`src/rtl/mcu_pkg.sv`:
```
// mcu_pkg: shared encodings for the multicycle RV32I control unit.
// FSM states, instruction classes, opcodes, ALU codes, PC/WB selects.
package mcu_pkg;

    typedef enum logic [2:0] {
        RESET, FETCH, DECODE, EXECUTE, MEM, WRITEBACK, FAULT, TRAP
    } state_e;

    typedef enum logic [3:0] {
        CL_ALU_R, CL_ALU_I, CL_LOAD, CL_STORE, CL_BRANCH,
        CL_JAL, CL_JALR, CL_LUI, CL_AUIPC, CL_ILLEGAL
    } iclass_e;

    typedef enum logic [1:0] {
        PC_PLUS4 = 2'd0, PC_REL = 2'd1, PC_JALR = 2'd2, PC_TRAP = 2'd3
    } pc_src_e;

    typedef enum logic [1:0] {
        WB_ALU = 2'd0, WB_MDR = 2'd1, WB_PC4 = 2'd2, WB_IMM = 2'd3
    } wb_sel_e;

    localparam logic [6:0] OP_LUI    = 7'b0110111;
    localparam logic [6:0] OP_AUIPC  = 7'b0010111;
    localparam logic [6:0] OP_JAL    = 7'b1101111;
    localparam logic [6:0] OP_JALR   = 7'b1100111;
    localparam logic [6:0] OP_BRANCH = 7'b1100011;
    localparam logic [6:0] OP_LOAD   = 7'b0000011;
    localparam logic [6:0] OP_STORE  = 7'b0100011;
    localparam logic [6:0] OP_IMM    = 7'b0010011;
    localparam logic [6:0] OP_REG    = 7'b0110011;

    localparam logic [3:0] ALU_ADD  = 4'd0;
    localparam logic [3:0] ALU_SUB  = 4'd1;
    localparam logic [3:0] ALU_AND  = 4'd2;
    localparam logic [3:0] ALU_OR   = 4'd3;
    localparam logic [3:0] ALU_XOR  = 4'd4;
    localparam logic [3:0] ALU_SLT  = 4'd5;
    localparam logic [3:0] ALU_SLTU = 4'd6;
    localparam logic [3:0] ALU_SLL  = 4'd7;
    localparam logic [3:0] ALU_SRL  = 4'd8;
    localparam logic [3:0] ALU_SRA  = 4'd9;

    // alt selects SUB/SRA over ADD/SRL
    function automatic logic [3:0] alu_from_f3(
        input logic [2:0] f3,
        input logic       alt
    );
        logic [3:0] op;
        unique case (f3)
            3'b000:  op = alt ? ALU_SUB : ALU_ADD;
            3'b001:  op = ALU_SLL;
            3'b010:  op = ALU_SLT;
            3'b011:  op = ALU_SLTU;
            3'b100:  op = ALU_XOR;
            3'b101:  op = alt ? ALU_SRA : ALU_SRL;
            3'b110:  op = ALU_OR;
            default: op = ALU_AND;
        endcase
        return op;
    endfunction

endpackage

```
`src/rtl/mcu_decoder.sv`:
```
// mcu_decoder: combinational RV32I classifier.
// Produces instruction class, ALU operation and an illegal flag.
module mcu_decoder
    import mcu_pkg::*;
(
    input  logic [31:0] instr,
    output iclass_e     iclass,
    output logic [3:0]  alu_op,
    output logic        illegal
);

    logic [6:0] op;
    logic [2:0] f3;
    logic [6:0] f7;
    logic       bad;

    assign op = instr[6:0];
    assign f3 = instr[14:12];
    assign f7 = instr[31:25];

    always_comb begin
        iclass = CL_ILLEGAL;
        alu_op = ALU_ADD;
        bad    = 1'b1;
        unique case (1'b1)
            op == OP_REG: begin
                iclass = CL_ALU_R;
                alu_op = alu_from_f3(f3, f7[5]);
                bad    = !((f7 == 7'h00) ||
                           (f7 == 7'h20 && (f3 == 3'b000 || f3 == 3'b101)));
            end
            op == OP_IMM: begin
                iclass = CL_ALU_I;
                alu_op = alu_from_f3(f3, (f3 == 3'b101) && f7[5]);
                bad    = ((f3 == 3'b001) && (f7 != 7'h00)) ||
                         ((f3 == 3'b101) && (f7 != 7'h00) && (f7 != 7'h20));
            end
            op == OP_LOAD: begin
                iclass = CL_LOAD;
                bad    = (f3 == 3'b011) || (f3 == 3'b110) || (f3 == 3'b111);
            end
            op == OP_STORE: begin
                iclass = CL_STORE;
                bad    = (f3 > 3'b010);
            end
            op == OP_BRANCH: begin
                iclass = CL_BRANCH;
                alu_op = ALU_SUB;
                bad    = (f3 == 3'b010) || (f3 == 3'b011);
            end
            op == OP_JAL: begin
                iclass = CL_JAL;
                bad    = 1'b0;
            end
            op == OP_JALR: begin
                iclass = CL_JALR;
                bad    = (f3 != 3'b000);
            end
            op == OP_LUI: begin
                iclass = CL_LUI;
                bad    = 1'b0;
            end
            op == OP_AUIPC: begin
                iclass = CL_AUIPC;
                bad    = 1'b0;
            end
            default: ;
        endcase
        illegal = bad;
        if (bad) begin
            iclass = CL_ILLEGAL;
            alu_op = ALU_ADD;
        end
    end

endmodule

```
`src/rtl/multicycle_control_unit.sv`:
```
// multicycle_control_unit: RV32I control FSM over a req/ready memory port.
// Define MCU_ILLEGAL_TRAP_EN to trap illegal encodings instead of NOPing them.
module multicycle_control_unit
    import mcu_pkg::*;
#(
    parameter int MEM_TIMEOUT = 16,
    parameter int CNT_W       = 32,
    parameter int ALU_OP_W    = 4
) (
    input  logic                clk,
    input  logic                rst_n,
    input  logic [31:0]         instr,
    input  logic                branch_taken,
    input  logic                mem_ready,
    output logic                mem_req,
    output logic                mem_we,
    output logic                mem_addr_sel,
    output logic [2:0]          mem_funct3,
    output logic                ir_load,
    output logic                mdr_load,
    output logic                pc_write,
    output logic [1:0]          pc_src,
    output logic [ALU_OP_W-1:0] alu_op,
    output logic                alu_src_a,
    output logic                alu_src_b,
    output logic                rf_we,
    output logic [1:0]          wb_sel,
    output logic                retire,
    output logic [CNT_W-1:0]    instret,
    output logic                mem_fault,
    output logic                illegal
);

    localparam int WAIT_W = (MEM_TIMEOUT > 1) ? $clog2(MEM_TIMEOUT) : 1;
    localparam logic [WAIT_W-1:0] WAIT_LAST =
        WAIT_W'((MEM_TIMEOUT > 0) ? MEM_TIMEOUT - 1 : 0);
    localparam bit TO_EN = (MEM_TIMEOUT > 0);

    state_e            state;
    state_e            nxt;
    logic [WAIT_W-1:0] wait_cnt;
    iclass_e           iclass;
    logic [3:0]        dec_alu;
    logic              dec_illegal;
    logic [3:0]        ex_op;
    logic              ex_a;
    logic              ex_b;
    logic              mem_phase;
    logic              timeout;

    mcu_decoder u_dec (
        .instr   (instr),
        .iclass  (iclass),
        .alu_op  (dec_alu),
        .illegal (dec_illegal)
    );

    assign mem_phase = (state == FETCH) || (state == MEM);
    assign timeout   = TO_EN && (wait_cnt == WAIT_LAST) && !mem_ready;

    always_ff @(posedge clk) begin
        if (!rst_n) begin
            state    <= RESET;
            wait_cnt <= '0;
            instret  <= '0;
        end else begin
            state    <= nxt;
            wait_cnt <= (mem_phase && !mem_ready) ? wait_cnt + 1'b1 : '0;
            if (retire) instret <= instret + 1'b1;
        end
    end

    // ALU selects per class, held from EXECUTE through MEM/WRITEBACK
    always_comb begin
        ex_op = ALU_ADD;
        ex_a  = 1'b0;
        ex_b  = 1'b0;
        unique case (iclass)
            CL_ALU_R: ex_op = dec_alu;
            CL_ALU_I: begin
                ex_op = dec_alu;
                ex_b  = 1'b1;
            end
            CL_LOAD, CL_STORE: ex_b = 1'b1;
            CL_BRANCH: ex_op = ALU_SUB;
            CL_AUIPC: begin
                ex_a = 1'b1;
                ex_b = 1'b1;
            end
            default: ;
        endcase
    end

    always_comb begin
        nxt          = state;
        mem_req      = 1'b0;
        mem_we       = 1'b0;
        mem_addr_sel = 1'b0;
        mem_funct3   = 3'b000;
        ir_load      = 1'b0;
        mdr_load     = 1'b0;
        pc_write     = 1'b0;
        pc_src       = PC_PLUS4;
        alu_op       = '0;
        alu_src_a    = 1'b0;
        alu_src_b    = 1'b0;
        rf_we        = 1'b0;
        wb_sel       = WB_ALU;
        retire       = 1'b0;
        mem_fault    = 1'b0;
        illegal      = 1'b0;
        unique case (state)
            RESET: nxt = FETCH;
            FETCH: begin
                mem_req    = 1'b1;
                mem_funct3 = 3'b010;
                if (mem_ready) begin
                    ir_load = 1'b1;
                    nxt     = DECODE;
                end else if (timeout) begin
                    nxt = FAULT;
                end
            end
            DECODE: begin
`ifdef MCU_ILLEGAL_TRAP_EN
                nxt = dec_illegal ? TRAP : EXECUTE;
`else
                nxt = dec_illegal ? WRITEBACK : EXECUTE;
`endif
            end
            EXECUTE: begin
                alu_op    = ALU_OP_W'(ex_op);
                alu_src_a = ex_a;
                alu_src_b = ex_b;
                nxt       = WRITEBACK;
                if (iclass == CL_BRANCH) begin
                    pc_write = 1'b1;
                    pc_src   = branch_taken ? PC_REL : PC_PLUS4;
                    retire   = 1'b1;
                    nxt      = FETCH;
                end else if (iclass == CL_LOAD || iclass == CL_STORE) begin
                    nxt = MEM;
                end
            end
            MEM: begin
                mem_req      = 1'b1;
                mem_addr_sel = 1'b1;
                mem_funct3   = instr[14:12];
                mem_we       = (iclass == CL_STORE);
                alu_op       = ALU_OP_W'(ex_op);
                alu_src_b    = ex_b;
                if (mem_ready) begin
                    if (iclass == CL_STORE) begin
                        pc_write = 1'b1;
                        retire   = 1'b1;
                        nxt      = FETCH;
                    end else begin
                        mdr_load = 1'b1;
                        nxt      = WRITEBACK;
                    end
                end else if (timeout) begin
                    nxt = FAULT;
                end
            end
            WRITEBACK: begin
                alu_op    = ALU_OP_W'(ex_op);
                alu_src_a = ex_a;
                alu_src_b = ex_b;
                pc_write  = 1'b1;
                retire    = 1'b1;
                rf_we     = (iclass != CL_ILLEGAL) && (instr[11:7] != 5'd0);
                nxt       = FETCH;
                unique case (iclass)
                    CL_LOAD: wb_sel = WB_MDR;
                    CL_JAL: begin
                        wb_sel = WB_PC4;
                        pc_src = PC_REL;
                    end
                    CL_JALR: begin
                        wb_sel = WB_PC4;
                        pc_src = PC_JALR;
                    end
                    CL_LUI: wb_sel = WB_IMM;
                    default: ;
                endcase
            end
            FAULT: mem_fault = 1'b1;
            TRAP: begin
`ifdef MCU_ILLEGAL_TRAP_EN
                pc_write = 1'b1;
                pc_src   = PC_TRAP;
                illegal  = 1'b1;
`endif
                nxt = FETCH;
            end
            default: nxt = RESET;
        endcase
    end

endmodule

```
`config.mk`:
```
export PLATFORM = sky130hd
export DESIGN_NAME = multicycle_control_unit
export DESIGN_NICKNAME = d
export VERILOG_FILES = /design/src/rtl/mcu_pkg.sv /design/src/rtl/mcu_decoder.sv /design/src/rtl/multicycle_control_unit.sv
export SDC_FILE = /design/constraint.sdc
export NUM_CORES = 1
export LEC_CHECK = 0
export CORE_MARGIN = 2
export CORE_UTILIZATION = 30
export CTS_BUF_LIST = sky130_fd_sc_hd__clkbuf_16
export DETAILED_ROUTE_END_ITERATION = 16
export GPL_TIMING_DRIVEN = 0
export PLACE_DENSITY = 0.65
export SYNTH_ARGS = -nofsm -noshare
export SYNTH_HDL_FRONTEND = slang
export SYNTH_SLANG_ARGS = --single-unit
```
`constraint.sdc`:
```
create_clock -name clk -period 11 [get_ports clk]
set_clock_uncertainty 0.05 [all_clocks]
set_input_delay 2.75 -clock clk [delete_from_list [all_inputs] [get_ports clk]]
set_output_delay 2.75 -clock clk [all_outputs]
set_load 0.01 [all_outputs]
```
==> metrics.txt, run 1 <==
Hold Crit Start=wait_cnt[0]$_SDFF_PN0_; # fillers=857; Worst Max-Slew Pin Slew=0.6312 ns; pwr dens=between 80 and 90 nW/µm²; TNS Setup=0 ns; antenna violations before repair=0; Area contributors post-synth=dfxtp_1 30%, a21oi_1 7.2%, or4_1 4.5%; Fin. Hold Viols=0; RSZ-0062 raised after global routing=no; kind of critical path=input port to primary output; TritonCTS buffer count=5; max-cap viol count=0; CP arrival=~6 ns; number of enable flip-flop cells after synthesis=0; CP endpoint kind=primary output; WL final=8104 µm; dpl hpwl=roughly 6200 µm; number of nets in the layout=478; CTS Root Cell=clkbuf_16; Die Y-Extent=97.81 µm; # port buffers=76; I/O pin count=91; Primary FF master, synth=dfxtp_1; Initial Util=between 30% and 40%; Tcrit/Tclk final=80.98%; FF-to-FF End=instret[30]$_SDFFE_PN0P_; Design Power=0.0003280 W; post-synthesis adder-cell area fraction=0.9479%; xor/xnor share of the synthesized area=1.991%; CTS max path bufs=2; Slew HR=56.83%; grt ovf=0; Yosys top cell area share=29.57%; sequential area share after synthesis=29.57%; Post-synth ARST share=0%; peak supply drop=0.05534 mV; Vias=3,061; Slew Viols, Final=0; CTS tree=yes; Syn Nets=395; Placer Congestion=0.9057; yosys warns=0; Critical Path Start=instr[12]; Routed Antenna Nets=0; largest family of logic cells by synthesized area=simple AND/OR/NAND/NOR gates; Synth Area in Compound Gates=24.41%; CP Capture Point=retire; Synth Area in Simple Gates=between 30% and 40%; Synth area leader=dfxtp_1; fmax=0.1123 GHz; largest net degree at the start of global routing=12; Detailed Routing Iterations Pass 1=4; Core Box Area=8636 µm²; Synth cell types=55; first-pass GRT wire length=12,970 µm; Hold Path Class=register to register; most frequent cells in the layout=76 x clkdlybuf4s50_1, 39 x dfxtp_1, 38 x a21oi_1; GRT Total Usage=16.29%; crit path cell chain=clkdlybuf4s50_1 -> clkbuf_1 -> o21ai_0 -> mux2_2 -> o211ai_1 -> o31ai_1 -> o21ba_4 -> clkbuf_1 -> inv_1 -> buf_4 -> clkdlybuf4s50_1; DIE WIDTH=97.81 µm; H-tree Lvls=2; multiplexer share of the synthesized area=1.564%; status=finished, final reports clean; area occupied by multi-input gates=about 1700 µm²; n_diodes=0; drt wl/cell=14.76 µm; #FFs+latches synth=39; die area=9567 µm²; WP data required=8.20 ns; CP max stage delay=about 0.5 ns; Area growth, synth to finish=39.15%; Worst R2R Path Depth=8; commonest non-fill, non-tap cell in the layout=clkdlybuf4s50_1; crit path max fanout=10; min Tclk post-route=between 8 and 9 ns; Reg area=780.7 µm²; gr busiest metal=met2; GRT met1 Usage=20.65%; CTS Hold Bufs=0; CTS clk-pin slew, worst paths=0.05 ns; r2r startpoint=instret[7]$_SDFFE_PN0P_; fraction of layout cells with a size suffix above 1=4.989%; Sink Count=39; Skew-Pair Late Insertion Delay=0.28 ns; endpoints failing setup=0; PostCTS Resize Cnt=0; Leakage=1.145 nW; critical path's slowest cell=o211ai_1; vias per inst=5.576; grt met3 use=3.436%; Setup Fix Bufs, Post-CTS=0; 1st-iter DRT viols=152; syn avg cell area=around 7.4 µm²; Mapped Area=around 2600 µm²; num rows=34; vias in the first global route=2,750; met2 Usage GRT=about 28%; drt drc=0; setup slack, reg-to-reg=8.37 ns; startpoint class of the critical path=input port; Mapped Cells=357
==> critical path, delay by kind of cell <==
family / cells / cell delay (ns)
muxes: 1 / 0.30
AOI/OAI and AO/OA: 4 / 1.07
buffers and inverters: 6 / 1.99
==> metal layers <==
| metal | wire, µm | up-vias |
|---|---|---|
| met1 | 3617 | 1436 |
| met5 | 0 | - |
| met3 | 449 | 8 |
| met2 | 3910 | 99 |
| li1 | - | 1518 |
| met4 | 126 | 0 |
==> state kept, by name (all words and copies together), names as in the netlist <==
signal,count
state,3
wait_cnt,4
instret,32
==> layout make-up <==
class	count	share of cell area (%)
Clock inverter	3	0.3406
Inverter	9	0.9196
Buffer	27	3.610
Sequential cell	39	21.25
Clock buffer	5	3.406
Multi-Input combinational cell	282	46.08
Timing Repair Buffer	76	20.71
Tap cell	108	3.678
==> report_power, final <==
part	total [W]	switching, W	internal, W	leakage (nW)
logic	0.0000491	0.0000274	0.0000217	0.754
registers	0.000144	0.000000914	0.000143	0.315
clock network	0.000135	0.0000535	0.0000819	0.0762
==> cells by family (layout without fill, tap and decap cells) <==
family | Yosys count | in the layout
AO/OA/AOI/OAI | 102 | 102
flip-flops | 39 | 39
adder cells (fa/ha/maj) | 2 | 2
AND/OR/NAND/NOR | 167 | 167
other | 1 | 1
multiplexers | 4 | 4
buffers and inverters | 36 | 120
XOR/XNOR | 6 | 6
==> metrics by stage <==
stage / utilization (%) / cell area [µm²] / instances / setup WS (ns) / hold slack, ns
detailed placement: 40.94 / 3536 / 541 / 2.103 / 0.3904
floorplan: - / 2640 / 357 / 3.197 / 0.3679
global placement: 40.94 / 3536 / 541 / 2.121 / 0.3818
CTS: 42.54 / 3674 / 549 / 2.111 / 0.4034
global route: 42.54 / 3674 / 549 / 1.853 / 0.4420
finish: 42.54 / 3674 / 549 / 2.093 / 0.3969
==> worst min path at each step <==
| stage | end | slack [ns] | cells past startpoint |
|---|---|---|---|
| 5_1_grt | wait_cnt[0]$_SDFF_PN0_ | 0.44 | 1 |
| 6_report | wait_cnt[0]$_SDFF_PN0_ | 0.40 | 1 |
| 2_1_floorplan | wait_cnt[0]$_SDFF_PN0_ | 0.37 | 1 |
| 4_1_cts | wait_cnt[0]$_SDFF_PN0_ | 0.40 | 1 |
| 3_3_place_gp | wait_cnt[0]$_SDFF_PN0_ | 0.38 | 1 |
| 3_5_place_dp | wait_cnt[0]$_SDFF_PN0_ | 0.39 | 1 |
==> synth_stat cells (2+ instances only) <==
master,instances
or4_1,16
nor2_1,31
nor2b_1,3
mux2i_1,3
o2111ai_1,2
nand2_1,24
nand4_1,14
buf_2,7
nand3_1,16
o31a_1,5
nand2b_1,4
buf_4,2
nand3b_1,2
o21a_1,3
ha_1,2
a31oi_1,2
clkbuf_1,16
nor4b_1,2
a211oi_1,3
and3_1,7
or3_1,14
inv_1,9
dfxtp_1,39
nor3_1,13
xor2_1,4
and2_1,4
nor3b_1,2
nor4_1,7
o31ai_1,13
xnor2_1,2
o21ai_0,23
o311ai_0,2
a21oi_1,38
buf_6,2
(Power assumes the default switching activity.)
==> run 2: changes to the inputs <==
==> constraint.sdc (replaced) <==
create_clock -name clk -period 8.4 [get_ports clk]
set_clock_uncertainty 0.05 [all_clocks]
set_input_delay 2.1 -clock clk [delete_from_list [all_inputs] [get_ports clk]]
set_output_delay 2.1 -clock clk [all_outputs]
set_load 0.01 [all_outputs]
==> results of run 2 <==
The final DEF is identical to that of run 1. Status: finished, final reports clean.
Main changes from that run: setup slack after placement 2.103 ns -> 0.8027 ns; setup slack after layout 2.093 ns -> 0.7925 ns; register-to-register setup slack 8.37 ns -> 5.77 ns; total power 0.0003280 W -> 0.0004296 W; worst IR drop on VDD 0.05534 mV -> 0.07247 mV
